[config.mk]
export PLATFORM = sky130hd
export DESIGN_NAME = detector_jogada
export DESIGN_NICKNAME = d
export VERILOG_FILES = /design/src/rtl/detector_jogada.sv
export SDC_FILE = /design/constraint.sdc
export NUM_CORES = 1
export LEC_CHECK = 0
export ABC_AREA = 0
export CAP_MARGIN = 20
export CORE_ASPECT_RATIO = 0.75
export CORE_MARGIN = 4
export CORE_UTILIZATION = 45
export DETAILED_ROUTE_END_ITERATION = 12
export PLACE_DENSITY = 0.77
export SYNTH_ARGS = -nofsm -noshare
export SYNTH_HDL_FRONTEND = slang
export SYNTH_SLANG_ARGS = --single-unit
[constraint.sdc]
create_clock -name clock -period 2 [get_ports clock]
set_clock_uncertainty 0.1 [all_clocks]
set_input_delay 0.4 -clock clock [delete_from_list [all_inputs] [get_ports clock]]
set_output_delay 0.4 -clock clock [all_outputs]
set_load 0.05 [all_outputs]
[src/rtl/detector_jogada.sv]
// Play detector: synchronizes and debounces the switch inputs, accepts a
// stable one-hot value as a play and rejects stable multi-bit values.
//
//   state    | meaning
//   ---------+--------------------------------------------------------
//   OCIOSO   | idle, waiting for a nonzero switch value while enabled
//   FILTRA   | debouncing the captured value for DEBOUNCE cycles
//   EMITE    | one-cycle jogada pulse, chaves_reg loaded on entry
//   ESPERA   | waiting for all switches to be released
//   INVALIDA | one-cycle multipla pulse for a multi-bit value
module detector_jogada #(
  parameter int DEBOUNCE = 4
) (
  input  logic       clock,
  input  logic       reset,
  input  logic       habilita,
  input  logic [3:0] chaves,
  output logic       jogada,
  output logic       multipla,
  output logic [3:0] chaves_reg,
  output logic [3:0] db_estado
);

  localparam logic [3:0] OCIOSO   = 4'h0;
  localparam logic [3:0] FILTRA   = 4'h1;
  localparam logic [3:0] EMITE    = 4'h2;
  localparam logic [3:0] ESPERA   = 4'h3;
  localparam logic [3:0] INVALIDA = 4'hE;

  // Debounce terminal count; the counter exits FILTRA here so it never wraps.
  localparam logic [7:0] CNT_TC = 8'(DEBOUNCE - 1);

  logic [3:0] s1;
  logic [3:0] s2;
  logic [3:0] cap;
  logic [3:0] estado;
  logic [7:0] cnt;
  logic       cap_onehot;

  assign cap_onehot = (cap != 4'b0000) && ((cap & (cap - 4'd1)) == 4'b0000);

  // Two-flop synchronizer for the asynchronous switch inputs.
  always_ff @(posedge clock) begin
    if (reset) begin
      s1 <= 4'b0000;
      s2 <= 4'b0000;
    end else begin
      s1 <= chaves;
      s2 <= s1;
    end
  end

  // Detection FSM with capture register, debounce counter and play register.
  always_ff @(posedge clock) begin
    if (reset) begin
      estado     <= OCIOSO;
      cap        <= 4'b0000;
      cnt        <= 8'd0;
      chaves_reg <= 4'b0000;
    end else begin
      case (estado)
        OCIOSO: begin
          if (habilita && (s2 != 4'b0000)) begin
            estado <= FILTRA;
            cap    <= s2;
            cnt    <= 8'd0;
          end
        end
        FILTRA: begin
          if ((s2 != cap) || !habilita) begin
            estado <= OCIOSO;
            cnt    <= 8'd0;
          end else if (cnt == CNT_TC) begin
            if (cap_onehot) begin
              estado     <= EMITE;
              chaves_reg <= cap;
            end else begin
              estado <= INVALIDA;
            end
          end else begin
            cnt <= cnt + 8'd1;
          end
        end
        EMITE:    estado <= ESPERA;
        INVALIDA: estado <= ESPERA;
        ESPERA: begin
          if (s2 == 4'b0000) estado <= OCIOSO;
        end
        default:  estado <= OCIOSO;
      endcase
    end
  end

  assign jogada    = (estado == EMITE);
  assign multipla  = (estado == INVALIDA);
  assign db_estado = estado;

endmodule

==> flow_summary.yaml <==
floorplan:
  io_pins: 17
  die_h_um: 53.46
  fp.dieArea_mm2: 0.003668
  num_rows: 16
  start_util: 0.4728
  coreArea_mm2: 0.002623
  die_x_um: 68.61
synthesis:
  synth-compound-area-share: 0.1423
  syn_avg_cell_area_um2: 9.117
  syn-num-nets: 144
  synthMuxAreaShare: 0.04036
  synthAdderAreaFrac: 0.01009
  yosys.area_share.simple: 0.2906
  synth_top_family_by_area: "simple AND/OR/NAND/NOR gates"
  synth_cell_type_count: 37
  yosysWarnings: 0
  netlist_area_mm2: 0.001240
  synth-seq-area-share: 0.4359
  ys_ff_latch: 27
  syn-instance-count: 136
  synthXorXnorAreaFrac: 0.05651
clocking:
  numCtsBuffers: 3
  cts.clk_slew.worst_paths_ns: 0.09
  root_buffer: "clkbuf_8"
  numClockSinks: 27
  htreeDepth: 1
  cts_hold_buffers: 0
  clk_latency_ns: 0.27
  cts_tree: "built"
  clock_path_buffers: 2
detailed_routing:
  antenna_left: 0
  drc: 0
  routed_wl_um: 2733
  via_count: 1076
  routed_via_density: 5.407
  drtIter0Drc: 45
  wire_per_inst_um: 13.73
  firstDrtPassIters: 4
finish:
  largest_register_ffs: 8
  synthToLayoutAreaGrowth_pct: 32.80
  diodes: 0
  layout_common_cells: "dfxtp_1, buf_4, nor2_1"
  design_area_mm2: 0.001647
  drive_gt1_frac: 0.2577
  mostFrequentLayoutCell: "dfxtp_1"
  finish.utilization: 0.6279
  nets: 172
  largest_register: "cnt"
critical_path:
  startpoint: "cnt[1]"
  worst-path-buf-inv: 1
  cpMaxStageDelayCell: "or4b_4"
  crit_path_start_kind: "flop"
  crit_end: "chaves_reg[2]"
  path_depth: 7
  crit_path_max_fanout: 4
  r2r_cells: 7
  cp_top_family: "simple AND/OR/NAND/NOR gates"
  r2r_slack_ns: -0.008
  crit_chain: "ha_4 -> or4b_4 -> nor4_4 -> buf_4 -> and4_4 -> nand3_2 -> a21oi_2"
  path_class: "flop to flop"
  r2r_end: "chaves_reg[2]"
  critPathArrivalTime_ns: 2.12
  cp.required_ns: 2.11
  cpPeakStageDelay_ns: 0.46
  r2r-start: "cnt[1]"
  worstSetupEndpointType: "flop"
power:
  p_leak_nw: 0.5943
  p_per_area_mw_per_mm2: 623.4
  ir_worst_vdd_mv: 0.6637
global_route:
  grt_max_degree: 17
  grt_pass1_wl_um: 4685
  gr-usage-all-layers: 0.1710
  grt_pass1_vias: 1064
  antenna_found_initial: 0
  grt-ovfl-total: 0
timing:
  finalCritPeriodShare: 1.004
  finalMaxSlewViolations: 0
  setup_slack_ns: -0.007578
  fin_setup_tns_ns: -0.01320
  min_period_ns: 2.008
  grt_setup_unrepaired: "true"
  tightest_slew_ns: 0.5803
  hold_slack_ns: 0.3460
  relSlewSlack: 0.6095
  finalSetupViolations: 2
  fmax_mhz: 498.1
  hold_viol: 0
run_status:
  status: "complete, but fails checks"
  violations: "negative setup slack"
placement:
  gp_congestion: 0.8950
  io_buffers: 16
  place_hpwl_um: 1866
  post_dp_cell_area_mm2: 0.001496
worst_hold_path:
  hp-class: "flop to flop"
  worstHoldPathCells: 1
flow_run:
  drv_cap: 0
## where the power goes
| part | internal [mW] | switching, mW |
|---|---|---|
| registers | 0.553 | 0.0164 |
| logic | 0.0746 | 0.0727 |
| clock network | 0.141 | 0.169 |
| total | 0.769 | 0.258 |
## synthesized netlist by cell type
cell type  number  area (um2)
o31ai_1         1       7.510
o41a_1          1       11.26
o31a_1          1       8.760
o21a_1          2       15.01
nand3_1         7       35.03
xnor2_1         4       35.03
o21ai_2         2       17.52
nand2b_1        3       18.77
dfxtp_1        27       540.5
xor2_1          4       35.03
or3b_2          1       8.760
nor3_1          2       10.01
nand4_1         4       25.02
nor2_1         12       45.04
a21oi_1         8       40.04
or2_1           1       6.260
nor4_4          1       21.27
nor2b_1        11       68.82
buf_4           1       7.510
nor4_1          1       6.260
nand2_1         4       15.01
clkbuf_1        3       11.26
or4b_4          1       13.76
a31oi_1         1       6.260
and2_1          3       18.77
or2_0           1       6.260
and4_1          3       26.28
a21boi_0        1       7.510
nor3b_1         3       22.52
mux2i_1         5       50.05
o21ai_0         9       45.04
buf_1           1       3.750
o21ai_1         1       5.000
a31oi_2         1       12.51
inv_1           2       7.510
ha_1            1       12.51
and3_1          2       12.51
## worst register-to-register path, stage by stage (launching register included)
cell,delay (ns)
dfxtp_2,0.37
ha_4,0.14
or4b_4,0.46
nor4_4,0.18
buf_4,0.19
and4_4,0.26
nand3_2,0.09
a21oi_2,0.15
## per-stage QoR
stage / setup WS [ns] / total power [mW] / cells
2_1_floorplan: 0.04481 / 0.6541 / 136
3_3_place_gp: -0.02154 / 0.6890 / 191
3_5_place_dp: -0.1137 / 0.6937 / 191
4_1_cts: -0.07897 / 1.025 / 199
5_1_grt: -0.07910 / 1.070 / 199
6_report: -0.007578 / 1.026 / 199
## per-layer routing
layer,share of wire,GRT usage,vias to the layer above
met2,0.45,0.2900,38
met4,0.016,0.03630,0
li1,-,-,535
met5,0,0,-
met1,0.47,0.2089,497
met3,0.068,0.05520,6
## area by class of cell
cell class | count | area [um2]
fill | 213 | 975.9
multi-input combinational | 102 | 733.2
sequential | 27 | 544.3
timing repair buffer | 28 | 267.8
tap | 36 | 45.04
clock buffer | 3 | 41.29
clock inverter | 1 | 7.507
inverter | 2 | 7.507
## kinds of logic after synthesis
kind of cell,after synthesis
adders and majority gates,1
AOI/OAI and AO/OA,28
buffers and inverters,7
DFF,27
xor gates and xnor gates,8
muxes,5
and+or+nand+nor,60
## repair_timing
item | in CTS | in global routing
pin swaps | 11 | 5
cloned | 0 | 0
buffers inserted | 4 | 0
setup endpoints to repair | 6 | 11
gates resized for setup | 12 | 5
## worst min-delay path by stage
stage          startpoint    end  slack, ns
2_1_floorplan       s1[0]  s2[0]       0.31
3_3_place_gp        s1[2]  s2[2]       0.32
3_5_place_dp        s1[2]  s2[2]       0.33
4_1_cts             s1[2]  s2[2]       0.35
5_1_grt             s1[2]  s2[2]       0.37
6_report            s1[2]  s2[2]       0.35
(Power assumes the default switching activity.)
